<file path="config.mk">
export PLATFORM = sky130hd
export DESIGN_NAME = ddr_iod_lane_delay_ctrl
export DESIGN_NICKNAME = d
export VERILOG_FILES = /design/src/rtl/ddr_iod_lane_delay_ctrl.sv
export SDC_FILE = /design/constraint.sdc
export NUM_CORES = 1
export LEC_CHECK = 0
export CORE_UTILIZATION = 40
export CTS_CLUSTER_DIAMETER = 40
export DETAILED_ROUTE_END_ITERATION = 12
export GPL_TIMING_DRIVEN = 0
export PLACE_DENSITY = 0.72
export SLEW_MARGIN = 20
export SYNTH_ARGS = -nofsm -noshare
export SYNTH_HDL_FRONTEND = slang
export SYNTH_SLANG_ARGS = --single-unit
export TNS_END_PERCENT = 50
</file>
<file path="constraint.sdc">
create_clock -name FAB_CLK -period 6.28 [get_ports FAB_CLK]
set_clock_uncertainty 0.1 [all_clocks]
set_input_delay 0.942 -clock FAB_CLK [delete_from_list [all_inputs] [get_ports FAB_CLK]]
set_output_delay 0.942 -clock FAB_CLK [all_outputs]
set_load 0.05 [all_outputs]
</file>
<file path="src/rtl/ddr_iod_lane_delay_ctrl.sv">
// Delay-line controller for a group of DDR3 command/address IOD lanes: turns tap requests into
// LOAD/MOVE/DIRECTION pulse sequences and stages TX/OE data. Optional: DDR_IOD_LANE_QUIET_EN.
module ddr_iod_lane_delay_ctrl #(
    parameter int unsigned NUM_LANES     = 4,
    parameter int unsigned TAP_W         = 8,
    parameter int unsigned MAX_TAP       = 255,
    parameter int unsigned INIT_TAP      = 1,
    parameter int unsigned SETTLE_CYCLES = 4,
    parameter int unsigned LANE_W        = (NUM_LANES > 1) ? $clog2(NUM_LANES) : 1
) (
    input  logic                       FAB_CLK,
    input  logic                       ARST,
    input  logic [4*NUM_LANES-1:0]     TX_DATA_IN,
    input  logic [4*NUM_LANES-1:0]     OE_DATA_IN,
    output logic [4*NUM_LANES-1:0]     TX_DATA,
    output logic [4*NUM_LANES-1:0]     OE_DATA,
    output logic [NUM_LANES-1:0]       DELAY_LINE_LOAD,
    output logic [NUM_LANES-1:0]       DELAY_LINE_MOVE,
    output logic [NUM_LANES-1:0]       DELAY_LINE_DIRECTION,
    input  logic [NUM_LANES-1:0]       DELAY_LINE_OUT_OF_RANGE,
    input  logic                       REQ_VALID,
    output logic                       REQ_READY,
    input  logic [LANE_W-1:0]          REQ_LANE,
    input  logic [TAP_W-1:0]           REQ_TAP,
    input  logic                       REQ_LOAD,
    output logic                       BUSY,
    output logic                       DONE,
    output logic                       ERR,
    output logic [TAP_W*NUM_LANES-1:0] CUR_TAP
);

    localparam int unsigned CNT_W = (SETTLE_CYCLES > 1) ? $clog2(SETTLE_CYCLES) : 1;
    localparam logic [CNT_W-1:0] CntLoad = CNT_W'(SETTLE_CYCLES - 1);
    localparam logic [TAP_W-1:0] InitTap = TAP_W'(INIT_TAP);

    localparam logic [2:0] StIdle   = 3'd0;
    localparam logic [2:0] StLoad   = 3'd1;
    localparam logic [2:0] StSettle = 3'd2;
    localparam logic [2:0] StCmp    = 3'd3;
    localparam logic [2:0] StMove   = 3'd4;
    localparam logic [2:0] StFin    = 3'd5;

    logic [2:0]                          state_q, state_d;
    logic [LANE_W-1:0]                   lane_q, lane_d;
    logic [TAP_W-1:0]                    tgt_q, tgt_d;
    logic                                err_q, err_d;
    logic [CNT_W-1:0]                    cnt_q, cnt_d;
    logic [NUM_LANES-1:0]                dir_q, dir_d;
    logic [NUM_LANES-1:0][TAP_W-1:0]     cur_q, cur_d;
    logic [4*NUM_LANES-1:0]              tx_q, tx_d;
    logic [4*NUM_LANES-1:0]              oe_q, oe_d;

    logic [NUM_LANES-1:0] lane_oh;
    logic [NUM_LANES-1:0] req_oh;
    logic [TAP_W-1:0]     cur_sel;
    logic                 oor_sel;
    logic                 req_bad;

    always_comb begin
        lane_oh = '0;
        req_oh  = '0;
        cur_sel = '0;
        for (int i = 0; i < NUM_LANES; i++) begin
            lane_oh[i] = (lane_q == LANE_W'(i));
            req_oh[i]  = (REQ_LANE == LANE_W'(i));
            if (lane_q == LANE_W'(i)) begin
                cur_sel = cur_q[i];
            end
        end
        oor_sel = |(DELAY_LINE_OUT_OF_RANGE & lane_oh);
        req_bad = (32'(REQ_LANE) >= NUM_LANES) || (32'(REQ_TAP) > MAX_TAP);
    end

    always_comb begin
        state_d = state_q;
        lane_d  = lane_q;
        tgt_d   = tgt_q;
        err_d   = err_q;
        cnt_d   = cnt_q;
        dir_d   = dir_q;
        cur_d   = cur_q;
        unique case (state_q)
            StIdle: begin
                if (REQ_VALID) begin
                    lane_d = REQ_LANE;
                    tgt_d  = REQ_TAP;
                    err_d  = 1'b0;
                    if (req_bad) begin
                        err_d   = 1'b1;
                        state_d = StFin;
                    end else if (REQ_LOAD) begin
                        // Tap tracking follows the pulse so CUR_TAP is current while LOAD is high.
                        for (int i = 0; i < NUM_LANES; i++) begin
                            if (req_oh[i]) cur_d[i] = InitTap;
                        end
                        state_d = StLoad;
                    end else begin
                        state_d = StCmp;
                    end
                end
            end
            StLoad: begin
                cnt_d   = CntLoad;
                state_d = StSettle;
            end
            StSettle: begin
                if (cnt_q == '0) begin
                    if (oor_sel) begin
                        err_d   = 1'b1;
                        state_d = StFin;
                    end else begin
                        state_d = StCmp;
                    end
                end else begin
                    cnt_d = cnt_q - CNT_W'(1);
                end
            end
            StCmp: begin
                if (cur_sel == tgt_q) begin
                    state_d = StFin;
                end else begin
                    for (int i = 0; i < NUM_LANES; i++) begin
                        if (lane_oh[i]) begin
                            dir_d[i] = (tgt_q > cur_sel);
                            cur_d[i] = (tgt_q > cur_sel) ? cur_sel + TAP_W'(1)
                                                         : cur_sel - TAP_W'(1);
                        end
                    end
                    state_d = StMove;
                end
            end
            StMove: begin
                cnt_d   = CntLoad;
                state_d = StSettle;
            end
            StFin: begin
                state_d = StIdle;
            end
            default: begin
                state_d = StIdle;
            end
        endcase
    end

    always_comb begin
        tx_d = TX_DATA_IN;
        oe_d = OE_DATA_IN;
`ifdef DDR_IOD_LANE_QUIET_EN
        // Quiet the lane under adjustment from its pulse through the end of settling.
        if (state_d == StLoad || state_d == StMove || state_d == StSettle) begin
            for (int i = 0; i < NUM_LANES; i++) begin
                if (lane_d == LANE_W'(i)) begin
                    tx_d[4*i +: 4] = tx_q[4*i +: 4];
                    oe_d[4*i +: 4] = 4'b0000;
                end
            end
        end
`endif
    end

    always_ff @(posedge FAB_CLK or posedge ARST) begin
        if (ARST) begin
            state_q <= StIdle;
            lane_q  <= '0;
            tgt_q   <= '0;
            err_q   <= 1'b0;
            cnt_q   <= '0;
            dir_q   <= '0;
            cur_q   <= {NUM_LANES{InitTap}};
            tx_q    <= '0;
            oe_q    <= '0;
        end else begin
            state_q <= state_d;
            lane_q  <= lane_d;
            tgt_q   <= tgt_d;
            err_q   <= err_d;
            cnt_q   <= cnt_d;
            dir_q   <= dir_d;
            cur_q   <= cur_d;
            tx_q    <= tx_d;
            oe_q    <= oe_d;
        end
    end

    always_comb begin
        REQ_READY            = (state_q == StIdle) && !ARST;
        BUSY                 = (state_q != StIdle);
        DONE                 = (state_q == StFin);
        ERR                  = (state_q == StFin) && err_q;
        DELAY_LINE_LOAD      = (state_q == StLoad) ? lane_oh : '0;
        DELAY_LINE_MOVE      = (state_q == StMove) ? lane_oh : '0;
        DELAY_LINE_DIRECTION = dir_d;
        CUR_TAP              = cur_q;
        TX_DATA              = tx_q;
        OE_DATA              = oe_q;
    end

endmodule

</file>
==> impl_summary.txt <==
----------------------------------------------------
[Pwr]
  Internal power contribution ... 1514 uW
  Switching power share of the total ... 48.38%
  Sequential power share ... 26.6%
  Part of the power in combinational logic ... 60.0%
  Worst IR drop on VDD ... 0.2512 mV
  Static Leak ... 0.002315 uW
  Switching pwr ... 1419 uW
  P per Cell Area ... 533.0 nW/um2
  Proportion of power drawn by the clock network ... 13.3%

[Global route]
  Antenna violations before repair ... 0
  Remaining Overflow, GRT ... 0
  Global-route wire length before repair ... 16,210 um
  Pin count of the biggest net entering global routing ... 55
  Vias in the first global route ... 3,268
  GRT Util Overall ... 21.26%

[STA]
  Final Hold Fails ... 0
  Max Fclk ... 166.4 MHz
  Count of final setup violators ... 0
  Actual transition at the worst max-transition pin ... 0.8299 ns
  Time the worst path needs with I/O delays and setup ... 6.008 ns
  Pins over their slew limit ... 0
  Worst rel slew slack ... 44.68%
  Unrepaired setup endpoints after global routing ... false
  Setup TNS ... 0 ns
  Ratio of final minimum period to clock period ... 95.67%

[Logic synthesis]
  Simple-gate portion of the synthesized area ... 12.48%
  Most instantiated flip-flop cell in the synthesis netlist ... sky130_fd_sc_hd__dfrtp_1
  Cell count after synthesis ... 330
  Sequential share of the synthesized area ... 55.18%
  Flip-flop and latch count after synthesis ... 84
  Synthesized area per cell ... 11.57 um2
  Arithmetic-cell share of the synthesized area counting full adders, half adders and majority gates ... 5.439%
  Post-synthesis instance area ... 3819 um2
  Syn nets ... 396
  Compound-cell area share of the yosys netlist ... 10.58%
  Portion of netlist area occupied by mux cells ... 12.65%
  EDFF count, synth ... 0
  Count of unique library cells instantiated by Yosys ... 49
  Count of synthesis-stage warnings from yosys ... 0
  FFs w/ async S/R, synth ... 100.0%
  Combinational family with the most area after synthesis ... multiplexers
  Xor/xnor cell area share of the yosys netlist ... 0.6881%

[Final layout]
  Most common library cell in the layout ignoring fill and taps ... sky130_fd_sc_hd__clkdlybuf4s50_1
  Share of cells above drive strength 1 ... 13.24%
  Post-layout net count ... 537
  Finished Layout Cells ... 605
  Ant diodes ... 0
  Most used cells in the layout excluding fill and tap cells ... 129 x sky130_fd_sc_hd__clkdlybuf4s50_1, 80 x sky130_fd_sc_hd__dfrtp_1, 49 x sky130_fd_sc_hd__nand2_1
  Filler cells ... 759
  Syn-to-layout area delta ... 44.14%
  Final design area excluding fillers ... 5504 um2
  Utilization of the core after routing ... 59.57%

[Flow run]
  Max-cap viol count ... 0

[CTS]
  Clock transition at the register clock pins on the worst setup and hold paths after CTS ... 0.09 ns
  CTS tree ... done
  Number of gates resized after CTS ... 0
  Setup fix buffers added after clock tree synthesis ... 0
  Hold-fix buffer count after cts ... 0
  Number of buffers created by CTS ... 9
  Number of levels the H-tree was split into ... 3
  Sink count of the clock tree ... 84
  Longest Clk Path Bufs ... 2
  Worst-skew pair later-pin latency ... 0.35 ns
  Clock root buffer ... sky130_fd_sc_hd__clkbuf_8

[Detailed routing]
  Mean routed wirelength per cell ... 16.27 um
  Final ANT Viol Nets ... 0
  Via Count ... 3,069
  Number of vias per cell ... 5.073
  Pre-antenna DRT Iters ... 5
  DRC viols ... 0
  Iter 0 DRT Violations ... 133
  Total Wirelength ... 9842 um

[Floorplan]
  Row Count ... 35
  Core Footprint ... 9240 um2
  Die Span X ... 99.71 um
  Die Outline Area ... 9941 um2
  Number of top-level pins ... 130
  Starting utilization of the core area ... 41.33%
  Vertical die dimension ... 99.71 um

[Setup path]
  Category of the worst setup path launch point ... flip-flop
  Worst setup EP type ... primary output
  Crit path max-delay cell type ... sky130_fd_sc_hd__clkdlybuf4s50_1
  Cell family with the largest share of critical-path delay ... buffers and inverters
  Ordered list of cells on the worst path ... clkbuf_1, clkbuf_1, mux4_2, inv_1, ha_1, nand4_1, or2_2, a32oi_2, a211o_1, buf_2, o21ai_0, o31ai_1, clkdlybuf4s50_1
  Largest stage delay on the critical path ... 0.88 ns
  Highest fanout seen on the critical path ... 10
  Worst path arrival time ... 4.97 ns
  Type of the setup path with the least slack ... flip-flop to primary output
  Number of buffers and inverters on the critical path ... 5
  Required time at the endpoint of the critical path ... 5.24 ns
  CP most frequent cell ... sky130_fd_sc_hd__clkbuf_1

[Placed design]
  Placement-stage cell area ... 5301 um2
  Count of buffers from port buffering ... 129
  Sum of net half-perimeters after detailed placement ... 7424 um
  DP Cell Count ... 589
  Last weighted congestion value of the routability-driven placer ... 0.9237

[Worst hold path]
  Min-delay worst type ... flip-flop to flip-flop

[Outcome]
  Run status ... complete, no violations

----------------------------------------------------
flip-flops by register name, indices dropped and copies added (netlist names):
name,cells
CUR_TAP,32
OE_DATA,16
TX_DATA,16
tgt_q,8
dir_q,4
state_q,3
cnt_q,2
lane_q,2
err_q,1
metrics by stage:
step / hold slack [ns] / setup WS (ns) / power [uW]
after global routing: 0.4221 / 0.01904 / 3137
after CTS: 0.3916 / 0.2009 / 2939
after global placement: 0.3671 / 0.6363 / 2490
after detailed placement: 0.3777 / 0.6025 / 2537
after floorplan: 0.3519 / 1.409 / 2010
final: 0.3973 / 0.2719 / 2933
cell usage after synthesis (4+ instances only):
library cell	instances	area share, %
sky130_fd_sc_hd__a21oi_1	11	1.4
sky130_fd_sc_hd__a31oi_1	8	1.3
sky130_fd_sc_hd__buf_2	4	0.52
sky130_fd_sc_hd__clkbuf_1	7	0.69
sky130_fd_sc_hd__dfrtp_1	80	52
sky130_fd_sc_hd__dfstp_2	4	2.8
sky130_fd_sc_hd__ha_1	15	4.9
sky130_fd_sc_hd__inv_1	15	1.5
sky130_fd_sc_hd__mux2_2	22	6.5
sky130_fd_sc_hd__mux2i_1	4	1.0
sky130_fd_sc_hd__mux4_2	7	4.1
sky130_fd_sc_hd__nand2_1	49	4.8
sky130_fd_sc_hd__nand2b_1	4	0.66
sky130_fd_sc_hd__nor2_1	19	1.9
sky130_fd_sc_hd__nor3_1	7	0.92
sky130_fd_sc_hd__o21ai_0	26	3.4
area by class of cell:
cell class                 instances  area [um2]  share of cell area, %
clock inverter                     6       71.32                  1.296
multi-input combinational        219        1602                  29.10
tap                              129       161.4                  2.932
timing repair buffer             130        1319                  23.96
sequential                        84        2107                  38.28
inverter                          15       58.81                  1.068
buffer                            12       57.56                  1.046
clock buffer                      10       127.6                  2.319
path summary, 6_finish.rpt:
check,start,end,slack (ns),depth (start not counted)
setup / recovery,lane_q[1]$_DFFE_PP0P_,DELAY_LINE_DIRECTION[3],0.27,13
hold / removal,cnt_q[0]$_DFFE_PP0P_,cnt_q[0]$_DFFE_PP0P_,0.40,1
setup reg to reg,lane_q[1]$_DFFE_PP0P_,CUR_TAP[23]$_DFFE_PP0P_,0.83,17
hold reg to reg,cnt_q[0]$_DFFE_PP0P_,cnt_q[0]$_DFFE_PP0P_,0.40,1
max in group asynchronous,ARST,CUR_TAP[8]$_DFFE_PP1P_,4.57,3
min in group asynchronous,ARST,state_q[1]$_DFFE_PP0P_,0.87,2
kinds of logic after synthesis:
group	after synthesis
and+or+nand+nor	102
DFF	84
AOI/OAI and AO/OA	63
muxes	35
buffers and inverters	27
adders and majority gates	16
xor gates and xnor gates	3
power groups by stage:
| stage | Sequential (uW) | Combinational [uW] | Clock, uW |
|---|---|---|---|
| 2_1_floorplan | 1050 | 964 | 0 |
| 3_3_place_gp | 787 | 1700 | 0 |
| 3_5_place_dp | 790 | 1750 | 0 |
| 4_1_cts | 781 | 1760 | 400 |
| 5_1_grt | 800 | 1910 | 423 |
| 6_report | 782 | 1760 | 391 |
routing by layer:
layer	wire, um	vias to the layer above	global-route usage, %	share of wire, %
met1	4062	1485	25.53	41
met3	939	13	8.644	9.5
li1	-	1450	-	-
met2	4705	121	35.23	48
met4	135	0	5.995	1.4
met5	0	-	0	0
No activity file was read; power rests on OpenSTA's default activity.
